File: src/rtl/types_pkg.sv
// Shared ALU types: opcodes, control mask and flag bundle.
// Used by the multi-precision sequencer and its ALU.
package types;

  typedef enum logic [2:0] {
    op_and,
    op_or,
    op_xor,
    op_add,
    op_rl,
    op_rr
  } opcode_t;

  typedef struct packed {
    logic s;
    logic z;
    logic c;
    logic v;
  } flags_t;

  typedef struct packed {
    logic sub;
    logic s;
    logic c;
  } ctl_t;

  typedef enum logic [1:0] {
    seq_madd,
    seq_msub,
    seq_shl,
    seq_shr
  } seq_op_t;

endpackage

File: src/rtl/alu_seq_if.sv
// Execute-stage request/response bundle for alu_seq.
// master = execute stage, slave = sequencer.
interface alu_seq_if #(
  parameter int WIDTH  = 4,
  parameter int NWORDS = 4,
  parameter int CNT_W  = $clog2(NWORDS*WIDTH+1)
);
  logic                    req_valid;
  logic                    req_ready;
  logic [1:0]              req_op;
  logic                    req_arith;
  logic [CNT_W-1:0]        req_cnt;
  logic [NWORDS*WIDTH-1:0] req_a;
  logic [NWORDS*WIDTH-1:0] req_b;
  logic                    rsp_valid;
  logic                    rsp_ready;
  logic [NWORDS*WIDTH-1:0] rsp_data;
  types::flags_t           rsp_flags;

  modport master (
    output req_valid, req_op, req_arith,
    output req_cnt, req_a, req_b, rsp_ready,
    input  req_ready, rsp_valid,
    input  rsp_data, rsp_flags
  );

  modport slave (
    input  req_valid, req_op, req_arith,
    input  req_cnt, req_a, req_b, rsp_ready,
    output req_ready, rsp_valid,
    output rsp_data, rsp_flags
  );
endinterface

File: src/rtl/alu_seq.sv
// Multi-precision add/sub/shift sequencer over one ALU.
// Optional abort input enabled by ALU_SEQ_ABORT_EN.
module alu_seq
  import types::*;
#(
  parameter int WIDTH  = 4,
  parameter int NWORDS = 4,
  parameter int CNT_W  = $clog2(NWORDS*WIDTH+1)
) (
  input  logic             clk,
  input  logic             rst_n,
`ifdef ALU_SEQ_ABORT_EN
  input  logic             abort,
`endif
  alu_seq_if.slave         bus,
  output opcode_t          alu_opcode,
  output ctl_t             alu_bmask,
  output logic [WIDTH-1:0] alu_arg1,
  output logic [WIDTH-1:0] alu_arg2,
  output flags_t           alu_f,
  input  logic [WIDTH-1:0] alu_dout,
  input  flags_t           alu_fout
);

  localparam int TOT   = NWORDS * WIDTH;
  localparam int IDX_W = $clog2(NWORDS);
  localparam logic [IDX_W-1:0] LAST =
    IDX_W'(NWORDS - 1);

  typedef enum logic [1:0] {IDLE, RUN, DONE} state_t;

  state_t state_q, state_d;

  logic [NWORDS-1:0][WIDTH-1:0] wrk;
  logic [NWORDS-1:0][WIDTH-1:0] opb;
  seq_op_t          op_q;
  logic             arith_q;
  logic [CNT_W-1:0] pass_q;
  logic [IDX_W-1:0] idx_q;
  logic             cy_q;
  logic             v_q;

  logic [CNT_W-1:0] k_in;
  logic             shift_req;
  logic             is_shift;
  logic             down;
  logic             last_word;
  logic             step_done;
  logic             run_go;
  logic             unused_fout;

`ifdef ALU_SEQ_ABORT_EN
  assign run_go = !abort;
`else
  assign run_go = 1'b1;
`endif

  assign unused_fout = alu_fout.s ^ alu_fout.z;

  assign k_in = (bus.req_cnt > CNT_W'(TOT)) ?
                CNT_W'(TOT) : bus.req_cnt;
  assign shift_req = bus.req_op[1];
  assign is_shift  = op_q[1];
  assign down      = (op_q == seq_shr);
  assign last_word = down ? (idx_q == '0)
                          : (idx_q == LAST);
  assign step_done = last_word &&
                     (!is_shift || pass_q == 1);

  assign bus.req_ready = (state_q == IDLE);
  assign bus.rsp_valid = (state_q == DONE);
  assign bus.rsp_data  = wrk;

  // Whole-operand flags, only meaningful in DONE.
  always_comb begin
    bus.rsp_flags = '0;
    if (state_q == DONE) begin
      bus.rsp_flags.s = wrk[NWORDS-1][WIDTH-1];
      bus.rsp_flags.z = (wrk == '0);
      bus.rsp_flags.c = cy_q;
      bus.rsp_flags.v = v_q;
    end
  end

  // State register.
  always_ff @(posedge clk) begin
    if (!rst_n) state_q <= IDLE;
    else        state_q <= state_d;
  end

  // Next state; zero-count shifts skip RUN.
  always_comb begin
    state_d = state_q;
    unique case (state_q)
      IDLE:
        if (bus.req_valid)
          state_d = (shift_req && k_in == '0) ?
                    DONE : RUN;
      RUN:
        if (!run_go)        state_d = IDLE;
        else if (step_done) state_d = DONE;
      DONE:
        if (bus.rsp_ready) state_d = IDLE;
      default: state_d = IDLE;
    endcase
  end

  // ALU drive for the current word; idle op otherwise.
  always_comb begin
    alu_opcode = op_and;
    alu_bmask  = '0;
    alu_arg1   = '0;
    alu_arg2   = '0;
    alu_f      = '0;
    if (state_q == RUN) begin
      alu_arg1 = wrk[idx_q];
      unique case (op_q)
        seq_madd: begin
          alu_opcode  = op_add;
          alu_arg2    = opb[idx_q];
          alu_bmask.c = (idx_q != '0);
          alu_f.c     = cy_q;
        end
        seq_msub: begin
          alu_opcode    = op_add;
          alu_arg2      = opb[idx_q];
          alu_bmask.sub = 1'b1;
          alu_bmask.c   = 1'b1;
          alu_f.c       = (idx_q != '0) & cy_q;
        end
        seq_shl: begin
          alu_opcode  = op_rl;
          alu_bmask.c = 1'b1;
          alu_f.c     = (idx_q != '0) & cy_q;
        end
        seq_shr: begin
          alu_opcode  = op_rr;
          alu_bmask.c = (idx_q != LAST);
          alu_bmask.s = arith_q;
          alu_f.c     = cy_q;
        end
        default: alu_opcode = op_and;
      endcase
    end
  end

  // Operand capture and per-word write-back.
  always_ff @(posedge clk) begin
    if (!rst_n) begin
      wrk     <= '0;
      opb     <= '0;
      op_q    <= seq_madd;
      arith_q <= 1'b0;
      pass_q  <= '0;
      idx_q   <= '0;
      cy_q    <= 1'b0;
      v_q     <= 1'b0;
    end else begin
      unique case (state_q)
        IDLE: if (bus.req_valid) begin
          wrk     <= bus.req_a;
          opb     <= bus.req_b;
          op_q    <= seq_op_t'(bus.req_op);
          arith_q <= bus.req_arith;
          pass_q  <= k_in;
          idx_q   <= (bus.req_op == 2'b11) ?
                     LAST : '0;
          cy_q    <= 1'b0;
          v_q     <= 1'b0;
        end
        RUN: if (run_go) begin
          wrk[idx_q] <= alu_dout;
          cy_q <= (op_q == seq_msub) ?
                  ~alu_fout.c : alu_fout.c;
          if (last_word) begin
            if (!is_shift) v_q <= alu_fout.v;
            idx_q  <= down ? LAST : '0;
            pass_q <= pass_q - 1'b1;
          end else begin
            idx_q <= down ? idx_q - 1'b1
                          : idx_q + 1'b1;
          end
        end
        default: ;
      endcase
    end
  end

endmodule

File: src/flat_wrapper.sv
// flat-port wrapper written by rule: the top's interface ports become plain ports
module alu_seq_flat import types::*;
#(
  parameter int WIDTH  = 4,
  parameter int NWORDS = 4,
  parameter int CNT_W  = $clog2(NWORDS*WIDTH+1)
)
  (clk, rst_n, alu_opcode, alu_bmask, alu_arg1, alu_arg2, alu_f, alu_dout, alu_fout, bus_req_valid, bus_req_op, bus_req_arith, bus_req_cnt, bus_req_a, bus_req_b, bus_rsp_ready, bus_req_ready, bus_rsp_valid, bus_rsp_data, bus_rsp_flags);
  alu_seq_if #(.WIDTH(WIDTH), .NWORDS(NWORDS), .CNT_W(CNT_W)) bus_i ();
  input  logic clk;
  input  logic rst_n;
  output opcode_t alu_opcode;
  output ctl_t alu_bmask;
  output logic [WIDTH-1:0] alu_arg1;
  output logic [WIDTH-1:0] alu_arg2;
  output flags_t alu_f;
  input  logic [WIDTH-1:0] alu_dout;
  input  flags_t alu_fout;
  input wire logic [$bits(bus_i.req_valid)-1:0] bus_req_valid;
  input wire logic [$bits(bus_i.req_op)-1:0] bus_req_op;
  input wire logic [$bits(bus_i.req_arith)-1:0] bus_req_arith;
  input wire logic [$bits(bus_i.req_cnt)-1:0] bus_req_cnt;
  input wire logic [$bits(bus_i.req_a)-1:0] bus_req_a;
  input wire logic [$bits(bus_i.req_b)-1:0] bus_req_b;
  input wire logic [$bits(bus_i.rsp_ready)-1:0] bus_rsp_ready;
  output wire logic [$bits(bus_i.req_ready)-1:0] bus_req_ready;
  output wire logic [$bits(bus_i.rsp_valid)-1:0] bus_rsp_valid;
  output wire logic [$bits(bus_i.rsp_data)-1:0] bus_rsp_data;
  output wire logic [$bits(bus_i.rsp_flags)-1:0] bus_rsp_flags;
  assign bus_i.req_valid = bus_req_valid;
  assign bus_i.req_op = bus_req_op;
  assign bus_i.req_arith = bus_req_arith;
  assign bus_i.req_cnt = bus_req_cnt;
  assign bus_i.req_a = bus_req_a;
  assign bus_i.req_b = bus_req_b;
  assign bus_i.rsp_ready = bus_rsp_ready;
  assign bus_req_ready = bus_i.req_ready;
  assign bus_rsp_valid = bus_i.rsp_valid;
  assign bus_rsp_data = bus_i.rsp_data;
  assign bus_rsp_flags = bus_i.rsp_flags;
  alu_seq #(.WIDTH(WIDTH), .NWORDS(NWORDS), .CNT_W(CNT_W)) u_core (.clk(clk), .rst_n(rst_n), .bus(bus_i), .alu_opcode(alu_opcode), .alu_bmask(alu_bmask), .alu_arg1(alu_arg1), .alu_arg2(alu_arg2), .alu_f(alu_f), .alu_dout(alu_dout), .alu_fout(alu_fout));
endmodule
File: config.mk
export PLATFORM = sky130hd
export DESIGN_NAME = alu_seq_flat
export DESIGN_NICKNAME = d
export VERILOG_FILES = /design/src/rtl/types_pkg.sv /design/src/rtl/alu_seq_if.sv /design/src/rtl/alu_seq.sv /design/src/flat_wrapper.sv
export SDC_FILE = /design/constraint.sdc
export NUM_CORES = 1
export LEC_CHECK = 0
export BUFFER_PORTS_ARGS = -buffer_cell sky130_fd_sc_hd__buf_2
export CAP_MARGIN = 20
export CORE_MARGIN = 4
export CORE_UTILIZATION = 39
export DETAILED_ROUTE_END_ITERATION = 6
export HOLD_SLACK_MARGIN = 0.03
export PLACE_DENSITY = 0.7
export RECOVER_POWER = 25
export REMOVE_ABC_BUFFERS = 1
export SETUP_SLACK_MARGIN = 0.4
export SLEW_MARGIN = 20
export SYNTH_ARGS = -nofsm -noshare
export SYNTH_HDL_FRONTEND = slang
export SYNTH_SLANG_ARGS = --single-unit
File: constraint.sdc
create_clock -name clk -period 2.9 [get_ports clk]
set_input_delay 0 -clock clk [delete_from_list [all_inputs] [get_ports clk]]
set_output_delay 0 -clock clk [all_outputs]
set_load 0.05 [all_outputs]
==> results.cfg, run 1 <==
[finish]
layout_common_cells = sky130_fd_sc_hd__buf_2, sky130_fd_sc_hd__nand2_1, sky130_fd_sc_hd__dfxtp_1
layoutNonFillerInstCount = 484
layout_commonest_cell = sky130_fd_sc_hd__buf_2
areaGrowthSynthToFinish_pct = 34.27
insertedDiodeCount = 0
ratio_of_cells_with_drive_above_1_in_the_final_layout_pct = 25.18
fin_util_pct = 55.33
design_area_um2 = 3353
n_fill_cell = 578
nets = 466

[synth]
synthCells = 298
synth_sequential_area_ratio_pct = 36.87
post_synth_instance_area_um2 = 2497
main_combinational_cell_family_by_area_after_synthesis = simple AND/OR/NAND/NOR gates
synth-simple-area-share_pct = 25.50
synth-warning-count = 0
synth-seq-cells = 46
synth-compound-area-share_pct = 19.14
synth_xor_xnor_area_share_pct = 1.052
asr_flop_ratio_synth_pct = 0
edff_count_synth = 0
synth_adder_area_share_pct = 3.006
dominantRegCellSynth = sky130_fd_sc_hd__dfxtp_1
ys_types = 54
syn_avg_cell_area_um2 = 8.381
mux_contribution_to_synthesized_area_pct = 7.615

[timing]
max_freq_mhz = 439.0
final_min_period_over_clock_period_pct = 78.54
timing.slew.headroom_pct = 41.22
grt_setup_unrepaired = false
drv_slew = 0
hold_viol = 0
worst_slack_ns = 0.6223
final_hold_slack_ns = 0.03079
tightest_pin_transition_ns = 0.8805
timing.clock.skew_ns = 0.01447
post-route-min-period_ns = 2.278
timing.final.setup_violations = 0
totalNegativeSetupSlack_ns = 0

[floorplanning]
start_util_pct = 41.21
die_height_um = 88.02
row_count = 28
die_width_um = 88.02
ioPinCount = 92
placeableCoreArea_um2 = 6061
die_area_um2 = 7748

[setup_path]
r2r_start = u_core.idx_q[0]$_SDFFE_PN0P_
worst-endpoint-required_ns = 3.10
setup.worst_path.end_class = flip-flop
setup.worst_path.start_class = flip-flop
critPathLaunch = u_core.idx_q[0]$_SDFFE_PN0P_
worst_r2r_path_depth = 4
critPathKind = flip-flop to flip-flop
cp_max_fo = 20
worst_ep_arrival_time_ns = 2.48

[run]
max_cap_viol_count = 0

[placed_design]
port_buffers = 86
dpl_cell_area_um2 = 2959
dp_slack_ns = 0.8325
post-dp-hpwl_um = 5117
gp_routability_congestion = 0.8134
dp_cells = 446

[cts]
ctsLongestPathBuffers = 2
htree_levels = 2
postCtsSetupBuffers = 0
number_of_buffers_created_by_cts = 5
cts-root-buf = sky130_fd_sc_hd__clkbuf_8
clock_sinks = 46
worstSkewPairLatency_ns = 0.30
clkSlewWorstSetupHoldPaths_ns = 0.10
tritoncts = yes

[route]
dr.pass1.iters = 4
drt_iter0_markers = 123
drc_errors = 0
routedWlPerCell_um = 15.28
routed_wirelength_um = 7396
route.antenna.remaining_nets = 0
dr_total_vias = 2613
viasPerCell = 5.399

[worst_hold_path]
min-delay-path-class = input port to flip-flop
hp-start = bus_req_a[12]
hold_depth = 3

[run_status]
status = finished, final reports clean

[global_routing]
grt_pass1_wl_um = 11870
vias_in_the_first_global_route = 2454
antenna_found_initial = 0
grt_start_max_net_pins = 38
groute.usage.overall_pct = 19.22
overflow = 0

[power]
static-leakage-power_nw = 1.393
power.density_cell_area_nw_per_um2 = 511.8
totalPowerFinal_mw = 1.716
peakVddDrop_mv = 0.2511
==> critical path, cell delays in order, from the launching register on <==
cell,delay (ns)
sky130_fd_sc_hd__dfxtp_1,0.91
sky130_fd_sc_hd__nand4b_1,0.41
sky130_fd_sc_hd__o22ai_1,0.24
sky130_fd_sc_hd__dlygate4sd3_1,0.57
sky130_fd_sc_hd__nor3_1,0.05
==> synth_stat cells, drive strengths merged, types with 2 or more instances <==
library cell	instances	area, um^2
mux4	8	180.2
and2	8	50.05
nor2	17	63.81
a21oi	34	170.2
o22ai	11	68.82
ha	6	75.07
buf	13	82.58
nand2	52	195.2
or3b	3	28.78
nand3	4	20.02
a22oi	5	37.54
inv	7	26.28
xnor2	2	17.52
nor3	18	90.09
a32oi	2	17.52
nand3b	2	15.01
o31ai	2	15.01
nor2b	7	43.79
nor3b	2	20.02
clkbuf	9	45.04
o32ai	2	17.52
a211oi	6	45.04
dfxtp	46	920.9
o21ai	3	15.01
and3	4	27.52
nor4	5	31.28
==> path summary, 6_finish.rpt <==
| kind | to | slack (ns) |
|---|---|---|
| setup / recovery | u_core.bus.rsp_data[13]$_SDFFE_PN0P_ | 0.62 |
| hold / removal | u_core.bus.rsp_data[12]$_SDFFE_PN0P_ | 0.03 |
| setup reg to reg | u_core.bus.rsp_data[13]$_SDFFE_PN0P_ | 0.62 |
| hold reg to reg | u_core.arith_q$_SDFFE_PN0P_ | 0.46 |
==> metal layers <==
layer	track usage, %	wire [um]	vias up
met5	0	0	-
met4	4.396	62	0
met3	3.763	556	7
met2	31.78	3572	89
met1	26.08	3204	1233
li1	-	-	1284
==> final cells by class <==
class | instances | area, um^2 | area share (%)
timing repair buffer | 124 | 769.5 | 22.95
clock inverter | 2 | 37.54 | 1.119
tap | 75 | 93.84 | 2.799
multi-input combinational | 223 | 1429 | 42.61
sequential | 46 | 920.9 | 27.46
clock buffer | 6 | 72.57 | 2.164
inverter | 8 | 30.03 | 0.8955
==> registers in the layout, indices dropped and copies added, names as in the netlist <==
register,cells
u_core.op_q,2
u_core.idx_q,2
u_core.state_q,2
u_core.arith_q,1
u_core.pass_q,5
u_core.v_q,1
u_core.bus.rsp_data,16
u_core.opb,16
u_core.cy_q,1
==> logic make-up after synthesis <==
family                     after synthesis
xor gates and xnor gates                 3
DFF                                     46
buffers and inverters                   31
AOI/OAI and AO/OA                       74
adders and majority gates                6
muxes                                    9
other                                    1
and+or+nand+nor                        128
==> where the power goes <==
part	internal [mW]	leakage, nW	switching (mW)	total (mW)
sequential	0.682	0.379	0.0598	0.742
clock	0.257	0.0514	0.226	0.484
combinational	0.189	0.963	0.301	0.490
total	1.13	1.39	0.587	1.72
==> what timing repair did <==
item	CTS	global route
endpoints found under the hold margin	33	1
gates resized for setup	0	2
hold buffers	29	1
setup endpoints to repair	0	5
Note: power is estimated with default switching activity, not from simulation.
==> run 2, diff against run 1 <==
Clock period 2.9 ns to 2.16 ns, I/O delays scaled along.
==> results.cfg, run 2 (same netlist as run 1, synthesis figures left out) <==
[run_status]
status = finished, final reports clean

[worst_hold_path]
min-delay-path-class = input port to flip-flop
hp-start = alu_fout[0]
holdPathEnd = u_core.v_q$_SDFFE_PN0P_
hold_depth = 3

[run]
max_cap_viol_count = 0

[setup_path]
setup.worst_path.end_class = flip-flop
crit-reg2reg-capture = u_core.opb[15]$_SDFFE_PN0P_
r2r_start = u_core.state_q[1]$_SDFFE_PN0P_
critPathBufInv = 1
worst_ep_arrival_time_ns = 1.98
cpPeakStageDelay_ns = 0.59
setup.worst_path.start_class = flip-flop
worst-endpoint-required_ns = 2.39
cp_top_family = simple AND/OR/NAND/NOR gates
worst_path_max_delay_cell = sky130_fd_sc_hd__or3b_1
worst_r2r_path_depth = 4
cp_max_fo = 20
worst-r2r-setup-slack_ns = 0.41
critical_path.cell_chain = or3b_1 > buf_4 > nand2_1 > a21oi_1
critPathKind = flip-flop to flip-flop

[timing]
drv_slew = 0
timing.clock.skew_ns = 0.01129
post-route-min-period_ns = 1.748
hold_viol = 0
timing.final.setup_violations = 0
max_freq_mhz = 572.0
grt_setup_unrepaired = true
worst_slack_ns = 0.4116
timing.slew.headroom_pct = 55.44
final_min_period_over_clock_period_pct = 80.94
tightest_pin_transition_ns = 0.6683
totalNegativeSetupSlack_ns = 0

[power]
p_sw_mw = 0.8285
p_int_mw = 1.439
static-leakage-power_nw = 1.464
clock_power_share_pct = 24.7
swShare_pct = 36.53
seq_power_share_pct = 43.2
power.combinational.fraction_pct = 32.1
power.density_cell_area_nw_per_um2 = 639.6
peakVddDrop_mv = 0.4371

[placed_design]
port_buffers = 86
gp_routability_congestion = 0.8560
dp_slack_ns = 0.2513
post-dp-hpwl_um = 5336

[cts]
clock_sinks = 46
cts-root-buf = sky130_fd_sc_hd__clkbuf_8
clkSlewWorstSetupHoldPaths_ns = 0.09
number_of_buffers_created_by_cts = 5
ctsLongestPathBuffers = 2
worstSkewPairLatency_ns = 0.31
tritoncts = yes
htree_levels = 2

[floorplanning]
ioPinCount = 92
die_width_um = 88.02
die_height_um = 88.02
placeableCoreArea_um2 = 6061
die_area_um2 = 7748
start_util_pct = 41.21
row_count = 28

[finish]
ratio_of_cells_with_drive_above_1_in_the_final_layout_pct = 29.41
insertedDiodeCount = 0
layout_common_cells = sky130_fd_sc_hd__buf_2, sky130_fd_sc_hd__nand2_1, sky130_fd_sc_hd__dfxtp_1
layout_commonest_cell = sky130_fd_sc_hd__buf_2
areaGrowthSynthToFinish_pct = 41.98
nets = 482

[route]
routed_wirelength_um = 7566
drc_errors = 0
drt_iter0_markers = 118
routedWlPerCell_um = 15.13
route.antenna.remaining_nets = 0
viasPerCell = 5.368
dr.pass1.iters = 4
dr_total_vias = 2684

[global_routing]
vias_in_the_first_global_route = 2658
grt_pass1_wl_um = 12400
overflow = 0
grt_start_max_net_pins = 25
antenna_found_initial = 0
groute.usage.overall_pct = 20.04
==> run 2: changes by cell type in the layout (fill, tap and decap cells not counted), moves of 3 or more <==
| cell | change |
|---|---|
| sky130_fd_sc_hd__dfxtp_4 | +4 |
| sky130_fd_sc_hd__dfxtp_1 | -7 |
| sky130_fd_sc_hd__dfxtp_2 | +3 |
| sky130_fd_sc_hd__buf_4 | +15 |
| sky130_fd_sc_hd__buf_2 | -6 |
| sky130_fd_sc_hd__dlygate4sd3_1 | +6 |
==> run 2: worst max-delay path by stage <==
stage | start | endpoint | slack [ns] | cells past startpoint
6_report | u_core.state_q[1]$_SDFFE_PN0P_ | u_core.opb[15]$_SDFFE_PN0P_ | 0.41 | 4
5_1_grt | u_core.state_q[1]$_SDFFE_PN0P_ | u_core.opb[13]$_SDFFE_PN0P_ | 0.26 | 4
4_1_cts | u_core.state_q[0]$_SDFFE_PN0P_ | bus_rsp_flags[2] | 0.39 | 6
3_5_place_dp | u_core.op_q[1]$_SDFFE_PN0P_ | u_core.pass_q[1]$_SDFFE_PN0P_ | 0.25 | 5
3_3_place_gp | u_core.op_q[1]$_SDFFE_PN0P_ | u_core.pass_q[1]$_SDFFE_PN0P_ | 0.30 | 5
2_1_floorplan | u_core.state_q[1]$_SDFFE_PN0P_ | bus_rsp_flags[2] | 0.06 | 3
==> run 2: tightest hold or removal path: stages <==
cell and delay [ns]:
sky130_fd_sc_hd__buf_2 0.08, sky130_fd_sc_hd__mux2i_1 0.06, sky130_fd_sc_hd__o31ai_1 0.17
==> run 2: power groups by stage <==
stage	clock network, mW	logic, mW	registers (mW)
final	0.560	0.728	0.980
after global routing	0.603	0.788	0.989
after CTS	0.574	0.715	0.982
after detailed placement	0	0.646	1.00
after global placement	0	0.641	1.00
after floorplan	0	0.337	1.10
==> run 2: final cells by class <==
cell class / count / area [um^2]
clock buffers: 5 / 68.82
clock inverters: 3 / 23.77
fillers: 561 / 2515
inverters: 8 / 30.03
multi-input cells: 223 / 1463
flip-flops and latches: 46 / 939.7
well taps: 75 / 93.84
repair buffers: 140 / 927.1
==> run 2: routing by layer <==
metal | GRT usage (%) | part of all wire (%) | vias to the layer above
li1 | - | - | 1315
met1 | 26.76 | 44 | 1262
met2 | 33.01 | 47 | 98
met3 | 4.045 | 7.5 | 9
met4 | 5.632 | 1.4 | 0
met5 | 0 | 0 | -
==> run 2: stage by stage <==
step / cell area [um^2] / hold slack [ns] / total power, mW / utilization, % / instances
after global placement: 3004 / 0.2444 / 1.642 / 49.57 / 452
final: 3546 / 0.03445 / 2.268 / 58.51 / 500
after CTS: 3517 / 0.03052 / 2.271 / 58.03 / 497
after detailed placement: 3004 / 0.2476 / 1.649 / 49.57 / 452
after floorplan: 2369 / 0.1175 / 1.435 / - / 277
after global routing: 3546 / 0.05186 / 2.380 / 58.51 / 500
==> run 2: repair_timing <==
item                       in CTS  in global routing
setup endpoints to repair      22                 12
hold endpoints to repair       41                  0
hold buffers                   36                  0
gates resized for setup        20                  9
buffers inserted                1                  3
==> run 3, diff against run 2 <==
Settings changed: PLACE_DENSITY 0.7 to 0.72.
Clock period 2.16 ns to 1.49 ns, I/O delays scaled along.
==> results.cfg, run 3 (same netlist as run 1, synthesis figures left out) <==
[run_status]
status = complete, but fails checks
violations = setup timing

[floorplanning]
placeableCoreArea_um2 = 6061
ioPinCount = 92
die_area_um2 = 7748
row_count = 28
die_height_um = 88.02
die_width_um = 88.02
start_util_pct = 41.21

[power]
static-leakage-power_nw = 2.205
swShare_pct = 38.41
power.combinational.fraction_pct = 46.3
totalPowerFinal_mw = 4.194
p_sw_mw = 1.611
p_int_mw = 2.583
power.density_cell_area_nw_per_um2 = 775.5
clock_power_share_pct = 18.9
peakVddDrop_mv = 0.6181
seq_power_share_pct = 34.7

[finish]
area_of_the_multi_input_gates_um2 = 2237
ff_latch_area_um2 = 948.4
n_fill_cell = 243
ratio_of_cells_with_drive_above_1_in_the_final_layout_pct = 66.67
layout_common_cells = sky130_fd_sc_hd__buf_2, sky130_fd_sc_hd__buf_6, sky130_fd_sc_hd__dlygate4sd3_1
areaGrowthSynthToFinish_pct = 116.5
design_area_um2 = 5408
insertedDiodeCount = 0
nets = 552
layout_commonest_cell = sky130_fd_sc_hd__buf_2

[worst_hold_path]
hold_depth = 3
min-delay-path-class = input port to flip-flop

[timing]
worst_slack_ns = -0.2609
grt_setup_unrepaired = true
drv_slew = 0
hold_viol = 0
timing.slew.headroom_pct = 58.93
final_hold_slack_ns = 0.03417
final_min_period_over_clock_period_pct = 117.5
timing.clock.skew_ns = 0.01038
max_freq_mhz = 571.1
post-route-min-period_ns = 1.751
timing.final.setup_violations = 45
tightest_pin_transition_ns = 0.6186

[setup_path]
timing.critical_path.to = u_core.pass_q[1]$_SDFFE_PN0P_
worst-r2r-setup-slack_ns = -0.26
cp_max_fo = 6
critPathLaunch = u_core.op_q[0]$_SDFFE_PN0P_
setup.worst_path.start_class = flip-flop
crit-reg2reg-capture = u_core.pass_q[1]$_SDFFE_PN0P_
setup.worst_path.end_class = flip-flop
critPathKind = flip-flop to flip-flop
worst_ep_arrival_time_ns = 1.93
worst-endpoint-required_ns = 1.66
r2r_start = u_core.op_q[0]$_SDFFE_PN0P_
worst_r2r_path_depth = 5

[route]
routed_wirelength_um = 13510
routedWlPerCell_um = 23.69
route.antenna.remaining_nets = 0
viasPerCell = 6.082
dr_total_vias = 3467
drt_iter0_markers = 249
drc_errors = 0
dr.pass1.iters = 5

[cts]
number_of_buffers_created_by_cts = 5
htree_levels = 2
clkSlewWorstSetupHoldPaths_ns = 0.09
ctsLongestPathBuffers = 2
cts-root-buf = sky130_fd_sc_hd__clkbuf_8
worstSkewPairLatency_ns = 0.31
tritoncts = yes
clock_sinks = 46

[global_routing]
grt_start_max_net_pins = 25
groute.usage.overall_pct = 31.40
antenna_found_initial = 0
vias_in_the_first_global_route = 3510
overflow = 0
grt_pass1_wl_um = 18460

[placed_design]
port_buffers = 86
dpl_cell_area_um2 = 3212
post-dp-hpwl_um = 5832
gp_routability_congestion = 0.8661

[run]
max_cap_viol_count = 0
[run 3: cell types whose count changed in the layout (fill, tap and decap cells not counted), sizes merged, moves of 2 or more]
cell         before  now
buf              87  161
clkbuf           22   14
dlygate4sd3      36   39
clkinv            1    3
clkinvlp          2    0
[run 3: worst min-delay path by stage]
stage | start | to | slack, ns
2_1_floorplan | rst_n | u_core.idx_q[1]$_SDFFE_PN0P_ | 0.12
3_3_place_gp | bus_req_arith | u_core.arith_q$_SDFFE_PN0P_ | 0.24
3_5_place_dp | bus_req_arith | u_core.arith_q$_SDFFE_PN0P_ | 0.25
4_1_cts | rst_n | u_core.v_q$_SDFFE_PN0P_ | 0.03
5_1_grt | bus_req_a[14] | u_core.bus.rsp_data[14]$_SDFFE_PN0P_ | 0.04
6_report | bus_req_a[14] | u_core.bus.rsp_data[14]$_SDFFE_PN0P_ | 0.03
[run 3: critical path: stages (launching register included)]
cell	delay (ns)
sky130_fd_sc_hd__dfxtp_4	0.39
sky130_fd_sc_hd__ha_4	0.14
sky130_fd_sc_hd__or3b_4	0.45
sky130_fd_sc_hd__a31o_4	0.28
sky130_fd_sc_hd__a311oi_2	0.24
sky130_fd_sc_hd__a211oi_1	0.11
[run 3: cell type report]
class,count,share of cell area [%]
Multi-Input combinational cell,224,41.37
Timing Repair Buffer,209,37.02
Sequential cell,46,17.54
Tap cell,75,1.735
Clock buffer,6,1.342
Inverter,8,0.7404
Clock inverter,2,0.2545
[run 3: power groups by stage]
stage | registers, mW | clock network (mW) | logic [mW]
2_1_floorplan | 1.59 | 0 | 0.489
3_3_place_gp | 1.43 | 0 | 1.03
3_5_place_dp | 1.44 | 0 | 1.04
4_1_cts | 1.43 | 0.786 | 1.68
5_1_grt | 1.46 | 0.847 | 2.01
6_report | 1.46 | 0.794 | 1.94
[run 3: metrics by stage]
step	worst slack [ns]	utilization (%)	setup TNS, ns	std cells
2_1_floorplan	-0.6109	-	-19.20	277
3_3_place_gp	-0.1212	52.99	-1.115	478
3_5_place_dp	-0.2091	52.99	-1.316	478
4_1_cts	-0.1342	83.63	-1.384	563
5_1_grt	-0.3207	89.22	-5.120	570
6_report	-0.2609	89.22	-3.966	570
[run 3: repair_timing]
item,CTS,global route
pin swaps,67,41
hold buffers,39,0
hold endpoints to repair,36,0
endpoints found under the setup margin,67,69
buffers inserted,28,7
gates resized for setup,250,64
gates cloned,10,0
[run 3: layer usage]
metal | global-route usage, % | share of wire (%)
met1 | 36.31 | 36
met2 | 56.16 | 50
met3 | 5.456 | 7.0
met4 | 14.56 | 6.5
met5 | 0 | 0
